**src/rtl/load_unit.sv**
```systemverilog
// -----------------------------------------------------------------------------
// load_unit
//   Issues one load from the load-queue head. A load whose data was already
//   forwarded from a store is broadcast on the CDB the cycle after acceptance.
//   Any other load reads data memory, then broadcasts the formatted result.
//   On a flush, an outstanding memory read is allowed to finish in DRAIN and its
//   data is discarded. That response can never be taken for a later load.
//
// Ports
//   clk, rst_n                clock and asynchronous active-low reset
//   flush                     pipeline flush
//   load_req / load_ack       load-queue handshake (ack is combinational)
//   req_*                     load attributes sampled on acceptance
//   dmem_addr / dmem_rmask    memory read request, held through WAIT
//   dmem_rdata / dmem_resp    memory read response
//   cdb_*                     registered CDB broadcast (cdb_regf_we is a pulse)
// -----------------------------------------------------------------------------
module load_unit #(
  parameter int PD_W  = 6,
  parameter int ROB_W = 5
) (
  input  logic             clk,
  input  logic             rst_n,
  input  logic             flush,
  input  logic             load_req,
  output logic             load_ack,
  input  logic [31:0]      req_addr,
  input  logic [31:0]      req_addr2,
  input  logic [3:0]       req_rmask,
  input  logic [2:0]       req_funct3,
  input  logic [4:0]       req_rd,
  input  logic [PD_W-1:0]  req_pd,
  input  logic [ROB_W-1:0] req_rob,
  input  logic [31:0]      req_pc,
  input  logic             req_data_available,
  input  logic [31:0]      req_load_data,
  output logic [31:0]      dmem_addr,
  output logic [3:0]       dmem_rmask,
  input  logic [31:0]      dmem_rdata,
  input  logic             dmem_resp,
  output logic             cdb_regf_we,
  output logic [PD_W-1:0]  cdb_pd,
  output logic [4:0]       cdb_rd,
  output logic [ROB_W-1:0] cdb_rob,
  output logic [31:0]      cdb_pc,
  output logic [31:0]      cdb_data
);

  typedef enum logic [1:0] {ST_IDLE, ST_WAIT, ST_DRAIN} state_e;

  state_e           state_q;
  logic [31:0]      addr_q;
  logic [1:0]       off_q;
  logic [3:0]       rmask_q;
  logic [2:0]       funct3_q;
  logic [4:0]       rd_q;
  logic [PD_W-1:0]  pd_q;
  logic [ROB_W-1:0] rob_q;
  logic [31:0]      pc_q;

  logic             cdb_we_q;
  logic [PD_W-1:0]  cdb_pd_q;
  logic [4:0]       cdb_rd_q;
  logic [ROB_W-1:0] cdb_rob_q;
  logic [31:0]      cdb_pc_q;
  logic [31:0]      cdb_data_q;

  logic [31:0]      mem_shifted_d;
  logic [31:0]      mem_data_d;
  logic [31:0]      fwd_data_d;

  // Only the byte offset of the byte address is meaningful here.
  logic unused_addr2;
  assign unused_addr2 = ^req_addr2[31:2];

  // Per-funct3 result formatting shared by the memory and forwarding paths.
  function automatic logic [31:0] fmt_load(input logic [31:0] d, input logic [2:0] f3);
    case (f3)
      3'b000:  return {{24{d[7]}}, d[7:0]};
      3'b100:  return {24'd0, d[7:0]};
      3'b001:  return {{16{d[15]}}, d[15:0]};
      3'b101:  return {16'd0, d[15:0]};
      3'b010:  return d;
      default: return 32'd0;
    endcase
  endfunction

  assign mem_shifted_d = dmem_rdata >> {off_q, 3'b000};
  assign mem_data_d    = fmt_load(mem_shifted_d, funct3_q);
  assign fwd_data_d    = fmt_load(req_load_data, req_funct3);

  // Gated by rst_n so that no request can be acknowledged while reset is held.
  assign load_ack = rst_n && load_req && (state_q == ST_IDLE) && !flush;

  assign dmem_addr  = (state_q == ST_WAIT) ? addr_q  : 32'd0;
  assign dmem_rmask = (state_q == ST_WAIT) ? rmask_q : 4'd0;

  assign cdb_regf_we = cdb_we_q;
  assign cdb_pd      = cdb_pd_q;
  assign cdb_rd      = cdb_rd_q;
  assign cdb_rob     = cdb_rob_q;
  assign cdb_pc      = cdb_pc_q;
  assign cdb_data    = cdb_data_q;

  // NOTE: every register, including the latched request fields, is reset so
  // that no stale payload is visible after reset. Non-blocking assignments keep
  // all updates in this block based on values from before the edge.
  always_ff @(posedge clk or negedge rst_n) begin
    if (!rst_n) begin
      state_q    <= ST_IDLE;
      addr_q     <= '0;
      off_q      <= '0;
      rmask_q    <= '0;
      funct3_q   <= '0;
      rd_q       <= '0;
      pd_q       <= '0;
      rob_q      <= '0;
      pc_q       <= '0;
      cdb_we_q   <= 1'b0;
      cdb_pd_q   <= '0;
      cdb_rd_q   <= '0;
      cdb_rob_q  <= '0;
      cdb_pc_q   <= '0;
      cdb_data_q <= '0;
    end else begin
      // The broadcast is a single-cycle pulse unless re-armed below.
      cdb_we_q <= 1'b0;
      case (state_q)
        ST_IDLE: begin
          if (load_ack) begin
            addr_q   <= req_addr;
            off_q    <= req_addr2[1:0];
            rmask_q  <= req_rmask;
            funct3_q <= req_funct3;
            rd_q     <= req_rd;
            pd_q     <= req_pd;
            rob_q    <= req_rob;
            pc_q     <= req_pc;
            if (req_data_available) begin
              cdb_we_q   <= 1'b1;
              cdb_pd_q   <= req_pd;
              cdb_rd_q   <= req_rd;
              cdb_rob_q  <= req_rob;
              cdb_pc_q   <= req_pc;
              cdb_data_q <= fwd_data_d;
            end else begin
              state_q <= ST_WAIT;
            end
          end
        end
        ST_WAIT: begin
          if (dmem_resp) begin
            state_q <= ST_IDLE;
            // A response coinciding with a flush belongs to a squashed load.
            if (!flush) begin
              cdb_we_q   <= 1'b1;
              cdb_pd_q   <= pd_q;
              cdb_rd_q   <= rd_q;
              cdb_rob_q  <= rob_q;
              cdb_pc_q   <= pc_q;
              cdb_data_q <= mem_data_d;
            end
          end else if (flush) begin
            state_q <= ST_DRAIN;
          end
        end
        ST_DRAIN: begin
          if (dmem_resp) state_q <= ST_IDLE;
        end
        default: state_q <= ST_IDLE;
      endcase
    end
  end

endmodule

```
**config.mk**
```make
export PLATFORM = sky130hd
export DESIGN_NAME = load_unit
export DESIGN_NICKNAME = d
export VERILOG_FILES = /design/src/rtl/load_unit.sv
export SDC_FILE = /design/constraint.sdc
export NUM_CORES = 1
export LEC_CHECK = 0
export ABC_AREA = 1
export BUFFER_PORTS_ARGS = -buffer_cell sky130_fd_sc_hd__buf_4
export CELL_PAD_IN_SITES_DETAIL_PLACEMENT = 1
export CELL_PAD_IN_SITES_GLOBAL_PLACEMENT = 1
export CORE_MARGIN = 10
export CORE_UTILIZATION = 31
export CTS_CLUSTER_SIZE = 25
export DETAILED_ROUTE_END_ITERATION = 6
export PLACE_DENSITY = 0.87
export SLEW_MARGIN = 20
export SYNTH_ARGS = -nofsm -noshare
export SYNTH_HDL_FRONTEND = slang
export SYNTH_SLANG_ARGS = --single-unit
```
**constraint.sdc**
```tcl
create_clock -name clk -period 1.3 [get_ports clk]
set_input_delay 0.065 -clock clk [delete_from_list [all_inputs] [get_ports clk]]
set_output_delay 0.065 -clock clk [all_outputs]
set_load 0.1 [all_outputs]
```
# Word-level counts from Yosys, hierarchy flattened
# Index checks and enable logic that the tools add are counted.
dict set report word_totals {
  wordCells 84
  reg_bits 172
}
dict set report classes {
  mux 40
  n_shift 1
  n_reduce_logical 11
  n_eq_ne 17
}
# op count
set ops {}
lappend ops {{32-bit one-hot mux with 5 select lines} 2}
lappend ops {{32-bit 2-to-1 mux} 9}
lappend ops {{32-bit one-hot mux with 2 select lines} 2}
lappend ops {{5-bit 2-to-1 mux} 8}
lappend ops {{32-bit by 5-bit >> shifter with 32-bit output} 1}
lappend ops {{6-bit 2-to-1 mux} 4}
lappend ops {{5-bit one-hot mux with 2 select lines} 2}
lappend ops {{3-bit equality test, second input constant} 4}
lappend ops {{2-bit != test, second input constant} 6}
lappend ops {{6-bit one-hot mux with 2 select lines} 1}
lappend ops {{2-bit 2-to-1 mux} 5}
lappend ops {{3-bit by 1-bit equality test with 1-bit output, second input constant} 2}
lappend ops {{3-bit by 2-bit equality test with 1-bit output, second input constant} 2}
lappend ops {{3-bit logical NOT} 2}
lappend ops {{2-bit one-hot mux with 3 select lines} 1}
lappend ops {{5-bit AND reduction} 1}
lappend ops {{1-bit 2-to-1 mux} 4}
lappend ops {{4-bit 2-to-1 mux} 1}
lappend ops {{4-bit AND reduction} 1}
lappend ops {{1-bit logical AND} 3}
lappend ops {{3-bit != test, second input constant} 1}
lappend ops {{2-bit by 1-bit equality test with 1-bit output, second input constant} 1}
lappend ops {{2-bit equality test, second input constant} 1}
lappend ops {{2-bit logical NOT} 1}
lappend ops {{other kinds (4)} 4}

# Logic depth before layout (Yosys ltp)
dict set report depth {
  ltp_word 5
  ltp_mapped 11
}

# Worst setup path before layout
# Ideal clock, no wire load.
dict set report synth_path {
  path_type {flip-flop to output port}
  start {register state_q[1]}
  end {output port dmem_addr[10]}
  t_required_ns 1.235
  setup_slack_ns -1.021
  t_arrival_ns 2.256
  stages_incl_launch_ff 7
  path_cell_list {dfrtp_1 > inv_2 > nand2_2 > buf_2 > buf_2 > buf_2 > nor2_1}
}
dict set report synth_via {
  elab_chain_len 2
}
# element line
set synth_rtl {}
lappend synth_rtl {{from (decl)} 51} ;# state_e state_q;
lappend synth_rtl {{from (signal assigned)} 110} ;# state_q <= ST_IDLE;
lappend synth_rtl {{from (signal assigned)} 147} ;# state_q <= ST_WAIT;
lappend synth_rtl {{from (signal assigned)} 153} ;# state_q <= ST_IDLE;
lappend synth_rtl {{2-bit by 1-bit equality test with 1-bit output} 95} ;# assign dmem_addr = (state_q == ST_WAIT) ? addr_q : 32'd0;
lappend synth_rtl {{32-bit 2-to-1 mux} 95}
lappend synth_rtl {{to (decl)} 37} ;# output logic [31:0] dmem_addr,
# No other way between the ends.

# Worst setup path after layout
dict set report layout_path {
  start {register state_q[0]}
  end {register cdb_data_q[20] (netlist: cdb_data[20])}
}
dict set report layout_via {
  elab_chain_len 5
}
# element line
set layout_rtl {}
lappend layout_rtl {{2-bit logical NOT} {93, 128}}
lappend layout_rtl {{1-bit logical AND (2 in a row)} 93} ;# assign load_ack = rst_n && load_req && (state_q == ST_IDLE) && !flush;
lappend layout_rtl {{2-bit != test (no line)} n/a}
lappend layout_rtl {{5-bit AND reduction (no line)} n/a}
lappend layout_rtl {{to (signal assigned)} 145} ;# cdb_data_q <= fwd_data_d;
lappend layout_rtl {{to (signal assigned)} 161} ;# cdb_data_q <= mem_data_d;
lappend layout_rtl {{to (decl)} 66} ;# logic [31:0] cdb_data_q;
# Parallel ways exist; a longest one is shown, timed or not.
# A chain may end at the register's enable or synchronous reset.

==> flow_summary.toml <==
[status]
outcome = "finished, violations left"
violations = "negative setup slack"

[worst_setup_path]
r2r_cells = 9
r2r_slack_ns = -0.52
r2r-start = "state_q[0]"
worstPathRequired_ns = 1.62
end_kind = "register"
critPathArrivalTime_ns = 2.15
crit_fanout = 9
r2r_end = "cdb_data[20]"
cp_common_cell = "nand2_1"
worstSetupStartpoint = "state_q[0]"
crit_type = "register to register"
critPathSlowestCell = "dfrtp_2"
max_stage_delay_ns = 0.48
startpoint_type = "register"
cp_cell_sequence = "nand2_8 > buf_12 > buf_6 > buf_8 > bufbuf_16 > nand2_1 > nand2_1 > inv_1 > a21oi_1"
crit_end = "cdb_data[20]"

[clock_network]
clkLatencyLatePin_ns = 0.43
cts_tree = "yes"
cts.sinks = 172
clk_pin_slew_ns = 0.08
cts_htree_levels = 4
numCtsBuffers = 17
root_buffer = "clkbuf_16"
cts_buffer_depth = 2

[pwr]
power_density_nw_per_um2 = 2621
p_total_w = 0.04457
seq_power_share_pct = 23.1
switching_power_w = 0.02504
combPwrFrac_pct = 64.6
cellLeakagePower_nw = 8.224
power.internal_w = 0.01953
clkPwrFrac_pct = 12.3
ir_drop_uv = 1584
sw_frac_of_total_pct = 56.18

[sta]
worst_pin_slew_ns = 0.6131
drv_slew = 0
rsz0062_at_grt = "true"
finalClockSkew_ns = 0.01587
setup_tns_ns = -78.68
fin_hold_ws_ns = 0.03455
finalCriticalPeriod_ns = 1.825
fmax_ghz = 0.5480
hold_viol = 0
fin_ws_ns = -0.5249
setup_violations = 211
max-slew-margin-rel_pct = 59.13
finalCritPeriodShare_pct = 140.4

[logic_synthesis]
syn-num-nets = 1360
seq_area_frac_synth_pct = 50.55
synthAdderAreaFrac_pct = 0
postSynthCellCount = 1171
ys_types = 21
yosys-mux-area-fraction_pct = 0
synth_area_um2 = 8514
synth.avg_cell_area_um2 = 7.271
synth_top_family_by_area = "simple AND/OR/NAND/NOR gates"
synth_compound_area_share_pct = 8.259
ys_ff_latch = 172
synthSimpleGateAreaFrac_pct = 33.62
yosysWarnings = 0
synth_xor_area_share_pct = 0

[finish]
final_cell_mix = "nand2_1, buf_4, dfrtp_1"
drive_gt1_share_pct = 48.07
fillerInstances = 2946
final_net_count = 1834
syn2layout_area_growth_pct = 99.69
fin_cells = 2002
final_common_cell = "nand2_1"

[floorplan]
pin_count = 307
core_um2 = 27030
dieArea_um2 = 34500
chipHeight_um = 185.7
die_x_um = 185.7
rows = 60
start_util_pct = 31.50

[routing]
firstDrtPassIters = 5
drtAntennaViolNets = 0
dr_total_vias = 10950
drc_errors = 0
drt-initial-drc-count = 984
wl_um = 54640
wl_per_cell_um = 27.29
avgViaCountPerCell = 5.468

[place]
place_congestion = 0.8700
dp_cells = 1775
io_buffers = 276
hpwlAfterDp_um = 25250

[grt]
grt_pass1_wl_um = 69900
gr-usage-all-layers_pct = 26.57
grt_max_degree = 99
grt-ovfl-total = 0
grt_pass1_vias = 11640
antenna_found_initial = 3

[min_path]
min_path_type = "input pin to register"
min_path_cells = 5

[run]
cap_violations = 0
-- layout make-up --
type                    count  area, µm²  share of cell area (%)
clock buffers              18      429.2                   2.524
flip-flops and latches    172       4305                   25.32
repair buffers            527       6017                   35.39
diodes                      3      7.507                 0.04415
clock inverters            14      158.9                  0.9346
multi-input cells         853       5365                   31.55
well taps                 341      426.7                   2.509
inverters                  74      292.8                   1.722
-- cells by family (layout without fill, tap and decap cells) --
kind of cell | after synthesis | count (layout)
AOI/OAI and AO/OA | 125 | 125
and+or+nand+nor | 726 | 728
other | 0 | 3
buffers and inverters | 148 | 633
DFF | 172 | 172
-- repair_timing --
item                       4_1_cts  5_1_grt
resized for setup              250      425
cloned                          29       24
setup endpoints to repair      207      209
setup buffers                   40       26
pin swaps                       20       46
hold buffers                    95        0
hold endpoints to repair       314        0
-- through the flow --
step | worst slack (ns) | area (µm²) | utilization [%]
floorplan | -0.2039 | 8925 | -
global placement | -0.1575 | 11660 | 43.15
detailed placement | -0.2118 | 11660 | 43.15
CTS | -0.3981 | 15200 | 56.24
global route | -0.5641 | 17000 | 62.91
finish | -0.5249 | 17000 | 62.91
-- worst max-delay path: cells and delay by family, from the launching register on --
kind	cells	cell delay, ns
buffers and inverters	5	0.74
DFF	1	0.48
AOI/OAI and AO/OA	1	0.25
and+or+nand+nor	3	0.24
-- cells in the mapped netlist --
cell type  count  area (µm²)
nand2_2        2       12.51
inv_1         70       262.8
nor2_2         4       25.02
nand4_1        1       6.260
o21ai_1        2       10.01
nand3_1       84       420.4
nor2_1       140       525.5
a31oi_1       48       300.3
buf_2         35       175.2
o21ai_0       42       210.2
a21oi_1       26       130.1
clkbuf_1      22       82.58
inv_2          4       15.01
o211ai_1       7       52.55
dfrtp_1      172        4304
buf_1          7       26.28
nand3_2        2       20.02
buf_4          8       60.06
nand2_1      491        1843
nor3_1         2       10.01
buf_6          2       22.52
-- layer usage --
metal  vias up  track usage (%)  share of wire (%)  routed length (µm)
li1       4657                -                  -                   -
met3       225            4.796                5.2                2854
met4         0            15.58                7.5                4102
met2       540            47.93                 53               28930
met5         -                0                  0                   0
met1      5524            28.44                 34               18750
-- registers in the layout, summed over array words and instances (netlist names), 3 cells and up --
| signal | cells |
|---|---|
| cdb_rob | 5 |
| rob_q | 5 |
| rmask_q | 4 |
| funct3_q | 3 |
| addr_q | 32 |
| pc_q | 32 |
| rd_q | 5 |
| cdb_data | 32 |
| pd_q | 6 |
| cdb_pc | 32 |
| cdb_pd | 6 |
| cdb_rd | 5 |
-- power groups by stage --
stage          Clock [W]  Combinational [W]  Sequential, W
2_1_floorplan          0            0.00759         0.0182
3_3_place_gp           0             0.0219        0.00946
3_5_place_dp           0             0.0224        0.00964
4_1_cts          0.00547             0.0252        0.00956
5_1_grt          0.00573             0.0299         0.0105
6_report         0.00547             0.0288         0.0103
-- worst min path at each step --
stage,from,endpoint
6_report,req_load_data[3],cdb_data[3]
5_1_grt,req_load_data[3],cdb_data[3]
4_1_cts,req_load_data[3],cdb_data[3]
3_5_place_dp,rst_n,cdb_pc[6]
3_3_place_gp,rst_n,cdb_pc[6]
2_1_floorplan,rst_n,addr_q[0]
Power figures use the tool's default switching activity.
